File: config.mk
export PLATFORM = sky130hd
export DESIGN_NAME = dmac_burst_scheduler_flat
export DESIGN_NICKNAME = d
export VERILOG_FILES = /design/src/rtl/dmac_pkg.sv /design/src/rtl/dmac_burst_scheduler_if.sv /design/src/rtl/dmac_burst_len_calc.sv /design/src/rtl/dmac_burst_scheduler.sv /design/src/flat_wrapper.sv
export SDC_FILE = /design/constraint.sdc
export NUM_CORES = 1
export LEC_CHECK = 0
export BUFFER_PORTS_ARGS = -buffer_cell sky130_fd_sc_hd__buf_2
export CAP_MARGIN = 40
export CORE_MARGIN = 2
export CORE_UTILIZATION = 35
export DETAILED_ROUTE_END_ITERATION = 6
export PLACE_DENSITY = 0.63
export SKIP_CTS_REPAIR_TIMING = 1
export SLEW_MARGIN = 20
export SYNTH_ARGS = -nofsm -noshare
export SYNTH_HDL_FRONTEND = slang
export SYNTH_SLANG_ARGS = --single-unit
File: constraint.sdc
create_clock -name ACLK -period 11.7 [get_ports ACLK]
set_input_delay 0 -clock ACLK [delete_from_list [all_inputs] [get_ports ACLK]]
set_output_delay 0 -clock ACLK [all_outputs]
set_load 0.005 [all_outputs]
File: src/rtl/dmac_pkg.sv
// Shared types and sizing helpers for the DMA burst scheduler.
// Holds the FSM state enum and the derived widths BPW, W_BPW, W_LEN.
package dmac_pkg;

    typedef enum logic [2:0] {
        IDLE,
        CALC,
        ISSUE,
        DRAIN,
        DONE
    } dmac_state_e;

    function automatic int bpw_f(input int w_d);
        return w_d / 8;
    endfunction

    // Wide enough to hold 2**w_bnd and MAX_BURST_LEN untruncated
    function automatic int w_len_f(input int w_blen, input int w_bnd);
        return ((w_blen > w_bnd) ? w_blen : w_bnd) + 1;
    endfunction

    localparam int DMAC_W_D        = 32;
    localparam int DMAC_W_BLEN     = 8;
    localparam int DMAC_W_BOUNDARY = 12;

    localparam int BPW   = bpw_f(DMAC_W_D);
    localparam int W_BPW = $clog2(BPW);
    localparam int W_LEN = w_len_f(DMAC_W_BLEN, DMAC_W_BOUNDARY);

endpackage

File: src/rtl/dmac_burst_scheduler_if.sv
// AXI address/response channels between the burst scheduler and the bus.
// master: AW/AR/bready driven, awready/arready/B/R observed. slave: reverse.
interface dmac_burst_scheduler_if #(
    parameter int W_EXT_A = 32,
    parameter int W_BLEN  = 8
);
    logic               awvalid;
    logic               awready;
    logic [W_EXT_A-1:0] awaddr;
    logic [W_BLEN-1:0]  awlen;
    logic               bvalid;
    logic               bready;
    logic               arvalid;
    logic               arready;
    logic [W_EXT_A-1:0] araddr;
    logic [W_BLEN-1:0]  arlen;
    logic               rvalid;
    logic               rready;
    logic               rlast;

    modport master (
        output awvalid, awaddr, awlen,
        input  awready,
        input  bvalid,
        output bready,
        output arvalid, araddr, arlen,
        input  arready,
        input  rvalid, rready, rlast
    );

    modport slave (
        input  awvalid, awaddr, awlen,
        output awready,
        output bvalid,
        input  bready,
        input  arvalid, araddr, arlen,
        output arready,
        output rvalid, rready, rlast
    );
endinterface

File: src/rtl/dmac_burst_len_calc.sv
// Burst length = min(remaining, MAX_BURST_LEN, words to next boundary).
// Ports: cur_addr (byte, word aligned), remaining (words) -> len (beats).
module dmac_burst_len_calc
    import dmac_pkg::*;
#(
    parameter int W_D           = 32,
    parameter int W_EXT_A       = 32,
    parameter int W_BOUNDARY_A  = 12,
    parameter int W_BLEN        = 8,
    parameter int MAX_BURST_LEN = 256,
    parameter int W_SIZE        = 32
) (
    input  logic [W_EXT_A-1:0] cur_addr,
    input  logic [W_SIZE-1:0]  remaining,
    output logic [w_len_f(W_BLEN, W_BOUNDARY_A)-1:0] len
);
    localparam int NBW = $clog2(bpw_f(W_D));
    localparam int LW  = w_len_f(W_BLEN, W_BOUNDARY_A);
    localparam int CW  = (W_SIZE > LW) ? W_SIZE : LW;

    logic [LW-1:0] span;
    logic [LW-1:0] offs;
    logic [LW-1:0] to_bnd;
    logic [LW-1:0] rem_c;
    logic [CW-1:0] rem_x;

    assign span   = LW'(1) << W_BOUNDARY_A;
    assign offs   = LW'(cur_addr[W_BOUNDARY_A-1:0]);
    assign to_bnd = (span - offs) >> NBW;
    assign rem_x  = CW'(remaining);

    assign rem_c = (rem_x > CW'(MAX_BURST_LEN)) ?
                   LW'(MAX_BURST_LEN) : LW'(rem_x);

    assign len = (rem_c < to_bnd) ? rem_c : to_bnd;

endmodule

File: src/rtl/dmac_burst_scheduler.sv
// Splits one DMA request into boundary-safe AXI bursts, caps bursts in
// flight and pulses done_valid when the last burst completes.
// Ports: ACLK/ARESETN, req_* command, done_* status, bus (AW/B/AR/R).
// Optional DMAC_BURST_SCHED_PERF_EN adds perf_bursts/perf_busy_cycles.
module dmac_burst_scheduler
    import dmac_pkg::*;
#(
    parameter int W_D             = 32,
    parameter int W_EXT_A         = 32,
    parameter int W_BOUNDARY_A    = 12,
    parameter int W_BLEN          = 8,
    parameter int MAX_BURST_LEN   = 256,
    parameter int W_SIZE          = 32,
    parameter int MAX_OUTSTANDING = 4
) (
    input  logic               ACLK,
    input  logic               ARESETN,
    input  logic               req_valid,
    output logic               req_ready,
    input  logic               req_write,
    input  logic [W_EXT_A-1:0] req_addr,
    input  logic [W_SIZE-1:0]  req_size,
    output logic               done_valid,
    output logic               done_write,
    dmac_burst_scheduler_if.master bus
`ifdef DMAC_BURST_SCHED_PERF_EN
    ,
    output logic [31:0]        perf_bursts,
    output logic [31:0]        perf_busy_cycles
`endif
);
    localparam int NBW = $clog2(bpw_f(W_D));
    localparam int LW  = w_len_f(W_BLEN, W_BOUNDARY_A);
    localparam int OW  = $clog2(MAX_OUTSTANDING + 1);

    dmac_state_e        state;
    dmac_state_e        nxt;
    logic [W_EXT_A-1:0] cur_addr;
    logic [W_SIZE-1:0]  remaining;
    logic               wr;
    logic               wr_nxt;
    logic [OW-1:0]      outst;
    logic [OW-1:0]      outst_nxt;
    logic [LW-1:0]      len;
    logic               hs;
    logic               cmp;
    logic               active;
    logic               load;

    logic               awvalid_q;
    logic               arvalid_q;
    logic [W_EXT_A-1:0] awaddr_q;
    logic [W_EXT_A-1:0] araddr_q;
    logic [W_BLEN-1:0]  awlen_q;
    logic [W_BLEN-1:0]  arlen_q;
    logic               bready_q;
    logic               req_ready_q;
    logic               done_valid_q;
    logic               done_write_q;

    dmac_burst_len_calc #(
        .W_D           (W_D),
        .W_EXT_A       (W_EXT_A),
        .W_BOUNDARY_A  (W_BOUNDARY_A),
        .W_BLEN        (W_BLEN),
        .MAX_BURST_LEN (MAX_BURST_LEN),
        .W_SIZE        (W_SIZE)
    ) u_len (
        .cur_addr  (cur_addr),
        .remaining (remaining),
        .len       (len)
    );

    assign bus.awvalid = awvalid_q;
    assign bus.awaddr  = awaddr_q;
    assign bus.awlen   = awlen_q;
    assign bus.arvalid = arvalid_q;
    assign bus.araddr  = araddr_q;
    assign bus.arlen   = arlen_q;
    assign bus.bready  = bready_q;
    assign req_ready   = req_ready_q;
    assign done_valid  = done_valid_q;
    assign done_write  = done_write_q;

    assign active = (state != IDLE) && (state != DONE);

    assign hs = (state == ISSUE) &&
                (wr ? (awvalid_q && bus.awready)
                    : (arvalid_q && bus.arready));

    // R completions only count against a read request
    assign cmp = (bus.bvalid && bready_q) ||
                 (active && !wr && bus.rvalid &&
                  bus.rready && bus.rlast);

    // Completion at zero is dropped; issue+completion cancel out
    always_comb begin
        outst_nxt = outst;
        if (hs && !(cmp && outst != '0)) begin
            outst_nxt = outst + OW'(1);
        end else if (!hs && cmp && outst != '0) begin
            outst_nxt = outst - OW'(1);
        end
    end

    always_comb begin
        nxt = state;
        unique case (state)
            IDLE:  if (req_valid) nxt = CALC;
            CALC: begin
                if (remaining == '0) begin
                    nxt = DRAIN;
                end else if (outst < OW'(MAX_OUTSTANDING)) begin
                    nxt = ISSUE;
                end
            end
            ISSUE: if (hs) nxt = CALC;
            DRAIN: if (outst_nxt == '0) nxt = DONE;
            DONE:  nxt = IDLE;
            default: nxt = IDLE;
        endcase
    end

    assign wr_nxt = (state == IDLE && req_valid) ? req_write : wr;
    assign load   = (nxt == ISSUE) && (state != ISSUE);

    always_ff @(posedge ACLK or negedge ARESETN) begin
        if (!ARESETN) begin
            state <= IDLE;
        end else begin
            state <= nxt;
        end
    end

    always_ff @(posedge ACLK or negedge ARESETN) begin
        if (!ARESETN) begin
            cur_addr  <= '0;
            remaining <= '0;
            wr        <= 1'b0;
            outst     <= '0;
        end else begin
            outst <= outst_nxt;
            if (state == IDLE && req_valid) begin
                cur_addr  <= (req_addr >> NBW) << NBW;
                remaining <= req_size;
                wr        <= req_write;
            end else if (hs) begin
                cur_addr  <= cur_addr + (W_EXT_A'(len) << NBW);
                remaining <= remaining - W_SIZE'(len);
            end
        end
    end

    always_ff @(posedge ACLK or negedge ARESETN) begin
        if (!ARESETN) begin
            awvalid_q    <= 1'b0;
            arvalid_q    <= 1'b0;
            awaddr_q     <= '0;
            araddr_q     <= '0;
            awlen_q      <= '0;
            arlen_q      <= '0;
            bready_q     <= 1'b0;
            req_ready_q  <= 1'b1;
            done_valid_q <= 1'b0;
            done_write_q <= 1'b0;
        end else begin
            awvalid_q    <= (nxt == ISSUE) && wr;
            arvalid_q    <= (nxt == ISSUE) && !wr;
            bready_q     <= wr_nxt &&
                            (nxt inside {CALC, ISSUE, DRAIN});
            req_ready_q  <= (nxt == IDLE);
            done_valid_q <= (nxt == DONE);
            done_write_q <= (nxt == DONE) && wr;
            if (load && wr) begin
                awaddr_q <= cur_addr;
                awlen_q  <= W_BLEN'(len - LW'(1));
            end
            if (load && !wr) begin
                araddr_q <= cur_addr;
                arlen_q  <= W_BLEN'(len - LW'(1));
            end
        end
    end

`ifdef DMAC_BURST_SCHED_PERF_EN
    always_ff @(posedge ACLK or negedge ARESETN) begin
        if (!ARESETN) begin
            perf_bursts      <= '0;
            perf_busy_cycles <= '0;
        end else begin
            if (hs) perf_bursts <= perf_bursts + 32'd1;
            if (state != IDLE) begin
                perf_busy_cycles <= perf_busy_cycles + 32'd1;
            end
        end
    end
`endif

endmodule

File: src/flat_wrapper.sv
// flat-port wrapper written by rule: the top's interface ports become plain ports
module dmac_burst_scheduler_flat import dmac_pkg::*;
#(
    parameter int W_D             = 32,
    parameter int W_EXT_A         = 32,
    parameter int W_BOUNDARY_A    = 12,
    parameter int W_BLEN          = 8,
    parameter int MAX_BURST_LEN   = 256,
    parameter int W_SIZE          = 32,
    parameter int MAX_OUTSTANDING = 4
)
  (ACLK, ARESETN, req_valid, req_ready, req_write, req_addr, req_size, done_valid, done_write, bus_awvalid, bus_awaddr, bus_awlen, bus_awready, bus_bvalid, bus_bready, bus_arvalid, bus_araddr, bus_arlen, bus_arready, bus_rvalid, bus_rready, bus_rlast);
  dmac_burst_scheduler_if #(.W_EXT_A(W_EXT_A), .W_BLEN(W_BLEN)) bus_i ();
  input  logic ACLK;
  input  logic ARESETN;
  input  logic req_valid;
  output logic req_ready;
  input  logic req_write;
  input  logic [W_EXT_A-1:0] req_addr;
  input  logic [W_SIZE-1:0] req_size;
  output logic done_valid;
  output logic done_write;
  output wire logic [$bits(bus_i.awvalid)-1:0] bus_awvalid;
  output wire logic [$bits(bus_i.awaddr)-1:0] bus_awaddr;
  output wire logic [$bits(bus_i.awlen)-1:0] bus_awlen;
  input wire logic [$bits(bus_i.awready)-1:0] bus_awready;
  input wire logic [$bits(bus_i.bvalid)-1:0] bus_bvalid;
  output wire logic [$bits(bus_i.bready)-1:0] bus_bready;
  output wire logic [$bits(bus_i.arvalid)-1:0] bus_arvalid;
  output wire logic [$bits(bus_i.araddr)-1:0] bus_araddr;
  output wire logic [$bits(bus_i.arlen)-1:0] bus_arlen;
  input wire logic [$bits(bus_i.arready)-1:0] bus_arready;
  input wire logic [$bits(bus_i.rvalid)-1:0] bus_rvalid;
  input wire logic [$bits(bus_i.rready)-1:0] bus_rready;
  input wire logic [$bits(bus_i.rlast)-1:0] bus_rlast;
  assign bus_awvalid = bus_i.awvalid;
  assign bus_awaddr = bus_i.awaddr;
  assign bus_awlen = bus_i.awlen;
  assign bus_i.awready = bus_awready;
  assign bus_i.bvalid = bus_bvalid;
  assign bus_bready = bus_i.bready;
  assign bus_arvalid = bus_i.arvalid;
  assign bus_araddr = bus_i.araddr;
  assign bus_arlen = bus_i.arlen;
  assign bus_i.arready = bus_arready;
  assign bus_i.rvalid = bus_rvalid;
  assign bus_i.rready = bus_rready;
  assign bus_i.rlast = bus_rlast;
  dmac_burst_scheduler #(.W_D(W_D), .W_EXT_A(W_EXT_A), .W_BOUNDARY_A(W_BOUNDARY_A), .W_BLEN(W_BLEN), .MAX_BURST_LEN(MAX_BURST_LEN), .W_SIZE(W_SIZE), .MAX_OUTSTANDING(MAX_OUTSTANDING)) u_core (.ACLK(ACLK), .ARESETN(ARESETN), .req_valid(req_valid), .req_ready(req_ready), .req_write(req_write), .req_addr(req_addr), .req_size(req_size), .done_valid(done_valid), .done_write(done_write), .bus(bus_i));
endmodule
==> results.cfg, run 1 <==
[pwr]
p_comb_share_pct = 50.8
powerDensity_nw_per_um2 = 283
p_leak_nw = 5.04
swShare_pct = 41.7
p_seq_share_pct = 31.4
p_switching_mw = 1.32
p_clk_share_pct = 17.9
power_mw = 3.17
intPower_mw = 1.84
vdd_drop_max_mv = 0.144

[layout]
area_growth_pct = 27.3
diodes = 0
layout-drive-gt1-share_pct = 26.1
finalNetCount = 1228

[critical_path]
cpPeakStageDelay_ps = 590
required_ps = 12060
rr_worst_depth = 26
cp_common_cell = nand2_1
critPathLaunchType = flop
slowest_stage = or4_4
crit_type = flop to flop
cp_num_buf_inv = 2
ff2ff_setup_slack_ps = 4970
cp_top_family = simple AND/OR/NAND/NOR gates
cp.arrival_ps = 7090
cp-end-kind = flop
critPathMaxFanout = 19
timing.rr.end = u_core.cur_addr[30]$_DFFE_PN0N_
r2r-start = u_core.remaining[27]$_DFFE_PN0N_

[floorplan]
initial_core_util_pct = 35.3
die_x_microns = 162
rows = 58
die_h_microns = 162
fp.dieArea_sq_um = 26400
io_pins = 160
coreArea_sq_um = 24900

[logic_synthesis]
synth_cells = 901
ys_seq_area_share_pct = 43.0
synthArstFlopShare_pct = 100
synth_most_common_cell = dfrtp_1
avgSynthCellArea_sq_um = 9.76
synth_commonest_cells = dfrtp_1, nand2_1, nor2_1, mux2_2, o21ai_0
ys_warn_count = 0
syn_area_sq_um = 8790
ys.flop_type = dfrtp_1
synth_top_area_cell = dfrtp_1
synth.distinct_cells = 77
netlist.area_leader.share_pct = 42.7
ys_seq_elements = 151
synth_edf_count = 0
ys_top_cells_by_area = dfrtp_1, mux2_2, ha_1, xnor2_1, nand2_1

[placement]
dp_slack_ps = 5060
place_congestion = 0.879
dpl.hpwl_microns = 17300
io_buffers = 153

[detailed_routing]
viasPerCell = 5.13
ant_nets = 0
first_iter_violations = 452
routed_wirelength_microns = 24700
routedWlPerCell_microns = 17.0
drt_pass1_iterations = 5
dr_total_vias = 7472
remaining_drc_errors = 0

[timing]
fmax_mhz = 149
setup_viol = 0
finalClockSkew_ps = 7.23
slew_headroom_pct = 45.3
hold_viol = 0
tightest_slew_ps = 820
worst_slack_ps = 4970
finalMaxSlewViolations = 0
tns_ps = 0
finalCritPeriodShare_pct = 57.5
rsz0062_at_grt = false
period_needed_ps = 6730

[clock_tree]
cts_tree = built
clock_path_buffers = 2
clock_latency_ps = 430
cts_root_buffer = clkbuf_16
clkTransAtPathRegs_ps = 60
h-tree-depth = 4
cts_buffers = 17
cts.sinks = 151

[grt]
antenna_found_initial = 0
grt_pass1_vias = 6935
overflow = 0
grt_usage_pct = 18.7
grt_max_degree = 76
grt_pass1_wl_microns = 38300

[run_status]
status = finished, final reports clean

[worst_hold_path]
min_path_type = input pin to asynchronous set/reset pin

[flow_run]
maxCapViolCount = 0
worst max path at each step:
stage | startpoint | depth (start not counted) | end
2_1_floorplan | u_core.remaining[27]$_DFFE_PN0N_ | 22 | u_core.remaining[18]$_DFFE_PN0N_
3_3_place_gp | u_core.remaining[27]$_DFFE_PN0N_ | 26 | u_core.cur_addr[30]$_DFFE_PN0N_
3_5_place_dp | u_core.remaining[27]$_DFFE_PN0N_ | 26 | u_core.cur_addr[30]$_DFFE_PN0N_
4_1_cts | u_core.remaining[27]$_DFFE_PN0N_ | 26 | u_core.cur_addr[30]$_DFFE_PN0N_
5_1_grt | u_core.remaining[27]$_DFFE_PN0N_ | 26 | u_core.cur_addr[30]$_DFFE_PN0N_
6_report | u_core.remaining[27]$_DFFE_PN0N_ | 26 | u_core.cur_addr[30]$_DFFE_PN0N_
per-stage QoR:
| stage | instances | hold WS [ps] | utilization, % | area [sq um] |
|---|---|---|---|---|
| CTS | 1392 | -384 | 42.4 | 10500 |
| detailed placement | 1361 | 77.8 | 40.0 | 9950 |
| global route | 1456 | 205 | 45.0 | 11200 |
| finish | 1456 | 167 | 45.0 | 11200 |
| global placement | 1359 | 78.9 | 39.8 | 9910 |
| floorplan | 909 | -296 | - | 8820 |
cell usage in the layout (no fill, tap or decap), types with 4 or more instances in the layout:
master         synthesis  routed
a211oi_1               4       4
a21o_1                13      13
a21oi_1               50      50
a221o_1                4       4
a22oi_1                8       8
a31oi_1               10      10
and2_1                11      11
and3_1                10       9
buf_2                  9     152
buf_4                  4       7
clkbuf_16              0      17
conb_1                 2      10
dfrtp_1              150     150
dlygate4sd3_1          0      64
ha_1                  38      38
inv_1                 34      34
mux2_2                70      70
mux2i_1                4       4
nand2_1               90      90
nand2b_1               4       4
nand3_1               24      23
nand4_1                4       4
nor2_1                74      74
nor2b_1                5       5
nor3_1                29      28
nor4_1                10      10
o2111ai_1              4       4
o211ai_1               9       9
o21ai_0               55      54
o21ai_1                6       6
or3_1                  8       7
xnor2_1               40      40
xor2_1                23      23
flip-flops by register name (all words and copies together), names as in the netlist:
register	flops
u_core.outst	3
u_core.cur_addr	30
u_core.done_valid	1
u_core.wr	1
u_core.bus.araddr	30
u_core.bus.arlen	8
u_core.req_ready	1
u_core.remaining	32
u_core.bus.arvalid	1
u_core.state	3
u_core.done_write	1
u_core.bus.awvalid	1
u_core.bus.awaddr	30
u_core.bus.awlen	8
u_core.bus.bready	1
metal layers:
layer	GRT usage (%)	wire length (microns)
met1	26.6	11800
met2	28.8	11500
met3	4.20	1200
met4	4.42	238
met5	0	0
power by group through the flow:
stage | logic (mW) | registers (mW) | clock network [mW]
detailed placement | 1.58 | 1.00 | 0
floorplan | 1.14 | 0.946 | 0
global route | 1.79 | 1.03 | 0.604
CTS | 1.59 | 0.992 | 0.580
global placement | 1.55 | 0.993 | 0
finish | 1.61 | 0.993 | 0.565
layout make-up:
type                    instances  area (sq um)
well taps                     330           413
flip-flops and latches        151          3780
repair buffers                226          1510
clock buffers                  20           447
multi-input cells             684          4760
inverters                      34           128
clock inverters                11           148
fillers                      2339         13700
cells by family (layout without fill, tap and decap cells):
family | after synthesis | in the layout | synth area share [%]
AND/OR/NAND/NOR | 298 | 298 | 16.9
AO/OA/AOI/OAI | 197 | 197 | 14.7
flip-flops | 151 | 151 | 43.0
multiplexers | 74 | 74 | 9.42
buffers and inverters | 74 | 291 | 3.46
XOR/XNOR | 63 | 63 | 6.28
adder cells (fa/ha/maj) | 42 | 42 | 6.11
other | 2 | 10 | 0.0854
No activity file was read; power rests on OpenSTA's default activity.
==> inputs of run 2 (changes only) <==
--- a/config.mk
+++ b/config.mk
@@ -5,6 +5,7 @@
 export SDC_FILE = /design/constraint.sdc
 export NUM_CORES = 1
 export LEC_CHECK = 0
+export ABC_AREA = 1
 export BUFFER_PORTS_ARGS = -buffer_cell sky130_fd_sc_hd__buf_2
 export CAP_MARGIN = 40
 export CORE_MARGIN = 2
==> constraint.sdc (replaced) <==
create_clock -name ACLK -period 6.9 [get_ports ACLK]
set_input_delay 0 -clock ACLK [delete_from_list [all_inputs] [get_ports ACLK]]
set_output_delay 0 -clock ACLK [all_outputs]
set_load 0.005 [all_outputs]
==> run 2 against run 1 <==
  * The flow now finishes with violations (negative hold slack)
  * Critical path depth decreased by 1
  * Largest cell class unchanged
  * Highest routed layer unchanged
  * Critical endpoint is now u_core.cur_addr[20]$_DFFE_PN0N_
  * Count of clock-buffer cells in the layout decreased by 2
  * Die area increased by 9.9%
  * Sequential share of layout area decreased by 2.0 points
  * Non-clock buffer count decreased by 10
  * Final cell count increased by 28%
  * Largest power group unchanged
  * Final area increased by 6.2%
  * Combinational power increased by 110%
==> results.cfg, run 2 <==
[pwr]
p_leak_nw = 5.87
p_seq_share_pct = 27.6
intPower_mw = 3.11
p_comb_share_pct = 57.1
p_clk_share_pct = 15.3
p_switching_mw = 2.95
powerDensity_nw_per_um2 = 511
vdd_drop_max_mv = 0.194
swShare_pct = 48.7

[floorplan]
fp.dieArea_sq_um = 29000
io_pins = 160
coreArea_sq_um = 27000
rows = 60
initial_core_util_pct = 35.8
die_x_microns = 170
die_h_microns = 170

[logic_synthesis]
ys.flop_type = dfrtp_1
synthArstFlopShare_pct = 100
avgSynthCellArea_sq_um = 7.36
ys_warn_count = 0
ys_top_cells_by_area = dfrtp_1, nand2_1, nor2_1, inv_1, ha_1
netlist.area_leader.share_pct = 38.8
synth_cells = 1315
ys_seq_elements = 151
synth_edf_count = 0
synth_commonest_cells = nand2_1, nor2_1, dfrtp_1, inv_1, nand3_1
synth.distinct_cells = 50
synth_top_area_cell = dfrtp_1
synth_most_common_cell = nand2_1
syn_area_sq_um = 9680
ys_seq_area_share_pct = 39.0

[critical_path]
cp.arrival_ps = 6370
cp_top_family = compound AO/OA/AOI/OAI gates
required_ps = 7190
crit_type = flop to flop
cp-end-kind = flop
cp_common_cell = nand2_1
critPathLaunchType = flop
cp_num_buf_inv = 2
slowest_stage = a221oi_1
cpPeakStageDelay_ps = 590
critPathMaxFanout = 8

[layout]
regArea_sq_um = 3780
layout_commonest_cell = nand2_1
fillers = 2774
utilization_pct = 44.0
final_cell_mix = nand2_1, nor2_1, buf_2, dfrtp_1, inv_1
largest-register = u_core.remaining
area_growth_pct = 22.7
finalNetCount = 1630
layout-drive-gt1-share_pct = 17.5
largest_reg_flops = 32
multi_input_area_sq_um = 5130
diodes = 0

[placement]
place_congestion = 0.896
io_buffers = 153
dpl.hpwl_microns = 21700

[clock_tree]
clkTransAtPathRegs_ps = 70
cts_buffers = 17
clock_path_buffers = 2
clock_latency_ps = 430
h-tree-depth = 4
cts_root_buffer = clkbuf_16
cts.sinks = 151
cts_tree = built

[timing]
hold_viol = 6
rsz0062_at_grt = false
finalMaxSlewViolations = 0
holdWs_ps = -49.3
period_needed_ps = 6090
finalCritPeriodShare_pct = 88.2
setup_viol = 0
slew_headroom_pct = 48.5
tns_ps = 0
tightest_slew_ps = 765
finalClockSkew_ps = 14.0
fmax_mhz = 164

[run_status]
violations = negative hold slack
status = finished with violations

[detailed_routing]
first_iter_violations = 663
viasPerCell = 5.03
routed_wirelength_microns = 28800
remaining_drc_errors = 0
ant_nets = 0
dr_total_vias = 9404
routedWlPerCell_microns = 15.4
drt_pass1_iterations = 5

[grt]
grt_pass1_vias = 8816
grt_usage_pct = 19.9
overflow = 0
grt_pass1_wl_microns = 45800
antenna_found_initial = 0
grt_max_degree = 72

[worst_hold_path]
min_path_type = input pin to flop

[flow_run]
maxCapViolCount = 0
==> run 2: kinds of logic (layout without fill, tap and decap cells) <==
logic type,count (synthesis),after routing,share of synthesized area [%]
flops,151,151,39.0
fa+ha+maj,40,40,5.32
mux,20,20,2.33
other cells,2,10,0.0776
simple gates,675,675,29.6
compound gates,207,207,12.6
buf+inv,191,397,8.44
xor+xnor,29,29,2.62
==> run 2: cell type report <==
type                            instances  share of cell area, %
Sequential cell                       151                   31.8
Tap cell                              341                   3.59
Clock buffer                           18                   3.61
Clock inverter                         14                   1.19
Multi-Input combinational cell        981                   43.2
Timing Repair Buffer                  216                   11.9
Inverter                              149                   4.71
==> run 2: power by group through the flow <==
stage	Combinational [mW]	Sequential (mW)	Clock, mW
CTS	3.44	1.67	0.948
detailed placement	3.42	1.68	0
floorplan	2.47	1.62	0
global placement	3.34	1.67	0
finish	3.46	1.67	0.930
global route	3.94	1.73	0.986
==> run 2: path summary, 6_finish.rpt <==
path | startpoint | end | slack, ps | cells past startpoint
worst max register to register | u_core.cur_addr[2]$_DFFE_PN0N_ | u_core.cur_addr[20]$_DFFE_PN0N_ | 810 | 25
max in group asynchronous | ARESETN | u_core.bus.arlen[0]$_DFFE_PN0P_ | 5500 | 4
worst max-delay path | u_core.cur_addr[2]$_DFFE_PN0N_ | u_core.cur_addr[20]$_DFFE_PN0N_ | 810 | 25
min in group asynchronous | ARESETN | u_core.remaining[31]$_DFFE_PN0N_ | 0 | 2
worst min register to register | u_core.bus.awaddr[14]$_DFFE_PN0P_ | u_core.bus.awaddr[14]$_DFFE_PN0P_ | 480 | 1
worst min-delay path | req_addr[21] | u_core.cur_addr[21]$_DFFE_PN0N_ | -50 | 5
==> run 2: per-layer routing <==
metal  wire (microns)  track usage (%)  vias up
met3             1250             3.02       33
met5                0                0        -
met1            13900             28.1     4433
met2            13200             31.9      239
met4              467             5.31        0
li1                 -                -     4699
==> run 2: worst min-delay path, delay by kind of cell <==
family,cells,cell delay (ps)
and+or+nand+nor,3,180
AOI/OAI and AO/OA,1,60
buffers and inverters,1,90
==> run 2: per-stage QoR <==
stage / total power [mW] / std cells / setup WS (ps) / cell area, sq um
final: 6.07 / 1870 / 815 / 11900
after global routing: 6.66 / 1870 / 229 / 11900
after CTS: 6.05 / 1819 / 839 / 11400
after detailed placement: 5.10 / 1787 / 881 / 10800
after global placement: 5.01 / 1785 / 976 / 10700
after floorplan: 4.10 / 1323 / 2030 / 9710
==> inputs of run 3 (changes only) <==
--- a/config.mk
+++ b/config.mk
@@ -11,9 +11,10 @@
 export CORE_MARGIN = 2
 export CORE_UTILIZATION = 35
 export DETAILED_ROUTE_END_ITERATION = 6
-export PLACE_DENSITY = 0.63
+export PLACE_DENSITY = 0.62
 export SKIP_CTS_REPAIR_TIMING = 1
 export SLEW_MARGIN = 20
 export SYNTH_ARGS = -nofsm -noshare
 export SYNTH_HDL_FRONTEND = slang
+export SYNTH_HIERARCHICAL = 1
 export SYNTH_SLANG_ARGS = --single-unit
==> constraint.sdc (replaced) <==
create_clock -name ACLK -period 6.9 [get_ports ACLK]
set_input_delay 0 -clock ACLK [delete_from_list [all_inputs] [get_ports ACLK]]
set_output_delay 0 -clock ACLK [all_outputs]
set_load 0.02 [all_outputs]
==> run 3 against run 2 <==
  * The flow still finishes with violations (negative hold slack)
  * Power up 4.1%
  * Sequential cell count unchanged
  * Register-to-register slack better by 750 ps
  * Global-route usage fell by 0.22 points
  * Critical path type unchanged
  * Largest cell class unchanged
==> results.cfg, run 3 <==
[run_status]
status = finished with violations
violations = negative hold slack

[critical_path]
r2r-start = u_core/cur_addr[5]$_DFFE_PN0N_
crit_type = flop to flop
critPathLaunchType = flop
cp.arrival_ps = 5620
critPathMaxFanout = 11
cp_num_buf_inv = 3
cp-end-kind = flop
cpPeakStageDelay_ps = 510
required_ps = 7190
slowest_stage = dfrtp_1
cp_common_cell = nand2_1
crit_start = u_core/cur_addr[5]$_DFFE_PN0N_
cp_top_family = simple AND/OR/NAND/NOR gates

[logic_synthesis]
synth_cells = 1456
ys_warn_count = 6
ys_seq_area_share_pct = 35.6
ys_top_cells_by_area = dfrtp_1, nand2_1, inv_1, o21bai_1, nor2_1
syn_area_sq_um = 10600
avgSynthCellArea_sq_um = 7.29
synth_commonest_cells = nand2_1, inv_1, dfrtp_1, nor2_1, nand3_1
synth_most_common_cell = nand2_1
synthArstFlopShare_pct = 100
synth.distinct_cells = 51
synth_edf_count = 0
ys_seq_elements = 151
ys.flop_type = dfrtp_1
netlist.area_leader.share_pct = 35.4
synth_top_area_cell = dfrtp_1

[grt]
grt_max_degree = 83
grt_pass1_wl_microns = 49000
overflow = 0
antenna_found_initial = 0
grt_usage_pct = 19.7
grt_pass1_vias = 9308

[clock_tree]
h-tree-depth = 4
cts_buffers = 17
cts_tree = built
cts_root_buffer = clkbuf_16
clock_latency_ps = 440
clkTransAtPathRegs_ps = 70
clock_path_buffers = 2
cts.sinks = 151

[placement]
dp_slack_ps = 1660
io_buffers = 153
placed_area_sq_um = 11700
placed_cells = 1949
dpl.hpwl_microns = 22000
place_congestion = 0.851

[floorplan]
initial_core_util_pct = 35.7
io_pins = 160
die_x_microns = 178
rows = 63
coreArea_sq_um = 29700
fp.dieArea_sq_um = 31700
die_h_microns = 178

[detailed_routing]
ant_nets = 0
wirelength_met1_microns = 15100
viasPerCell = 4.93
drt_pass1_iterations = 5
route.met3.wl_microns = 1480
first_iter_violations = 650
routed.top_layer = met4
dr_total_vias = 10100
route.met2.wl_microns = 14200
routed_wirelength_microns = 31100
remaining_drc_errors = 0
routedWlPerCell_microns = 15.2

[pwr]
powerDensity_nw_per_um2 = 490
p_leak_nw = 6.54
vdd_drop_max_mv = 0.237

[timing]
finalMaxSlewViolations = 0
hold_viol = 5
worst_slack_ps = 1570
period_needed_ps = 5330
setup_viol = 0
fmax_mhz = 187
tns_ps = 0
finalClockSkew_ps = 18.4
slew_headroom_pct = 50.3
rsz0062_at_grt = false
finalCritPeriodShare_pct = 77.3
tightest_slew_ps = 746
holdWs_ps = -36.1

[layout]
largest-register = u_core/remaining
finalNetCount = 1754
area_growth_pct = 21.6
layout-drive-gt1-share_pct = 17.6
final_cells = 2041
final_cell_mix = nand2_1, inv_1, buf_2, dfrtp_1, nor2_1
layout_commonest_cell = nand2_1
final_area_sq_um = 12900
diodes = 0
largest_reg_flops = 32

[worst_hold_path]
min_path_type = input pin to flop
min-delay-start = req_size[31]

[flow_run]
maxCapViolCount = 0
## run 3: changes by cell type after synthesis, moves of 13 or more
cell	delta
nand2_1	+25
mux2_2	-13
a21oi_2	-22
a21oi_1	-22
inv_1	+61
o21bai_1	+77
nand3_1	+13
nor3_1	-17
nor2_1	-59
nand3_2	+39
o21ai_0	+20
## run 3: through the flow
step,utilization (%),hold WS [ps],total power [mW]
finish,43.4,-36.1,6.32
global placement,38.9,116,5.19
detailed placement,39.2,112,5.29
floorplan,-,-296,4.30
global route,43.4,9.89,6.88
CTS,41.3,-368,6.28
## run 3: cells by family (layout without fill, tap and decap cells)
logic type / Yosys count / after routing / synth area share, %
AO/OA/AOI/OAI: 255 / 255 / 15.0
XOR/XNOR: 32 / 32 / 2.64
adder cells (fa/ha/maj): 42 / 42 / 5.09
buffers and inverters: 283 / 470 / 11.5
flip-flops: 151 / 151 / 35.6
other: 2 / 10 / 0.0708
AND/OR/NAND/NOR: 691 / 691 / 30.1
## run 3: final timing paths
| check | endpoint | slack, ps | cells past startpoint |
|---|---|---|---|
| setup / recovery | u_core/remaining[27]$_DFFE_PN0N_ | 1570 | 28 |
| hold / removal | u_core/remaining[31]$_DFFE_PN0N_ | -40 | 5 |
| setup reg to reg | u_core/remaining[27]$_DFFE_PN0N_ | 1570 | 28 |
| hold reg to reg | u_core/remaining[14]$_DFFE_PN0N_ | 560 | 2 |
| max in group asynchronous | u_core/req_ready$_DFF_PN1_ | 6040 | 4 |
| min in group asynchronous | u_core/bus.awlen[5]$_DFFE_PN0P_ | 160 | 3 |
## run 3: layout make-up
| type | instances | area, sq um |
|---|---|---|
| inverters | 213 | 805 |
| clock buffers | 17 | 425 |
| fillers | 3066 | 16800 |
| repair buffers | 225 | 1570 |
| flip-flops and latches | 151 | 3780 |
| multi-input cells | 1030 | 5650 |
| clock inverters | 15 | 179 |
| well taps | 390 | 488 |
## run 3: report_power, final
part / internal (mW) / total, mW / switching, mW
clock network: 0.491 / 0.963 / 0.472
logic: 1.25 / 3.58 / 2.33
registers: 1.31 / 1.78 / 0.469
## run 3: worst min-delay path: cells and delay by family
family	cells	cell delay (ps)
simple gates	3	220
compound gates	1	60
buf+inv	1	80
## run 3: routing by layer
metal  vias up  global-route usage (%)
met1      4748                    28.9
li1       5056                       -
met3        20                    2.60
met4         0                    4.71
met2       230                    30.7
met5         -                       0
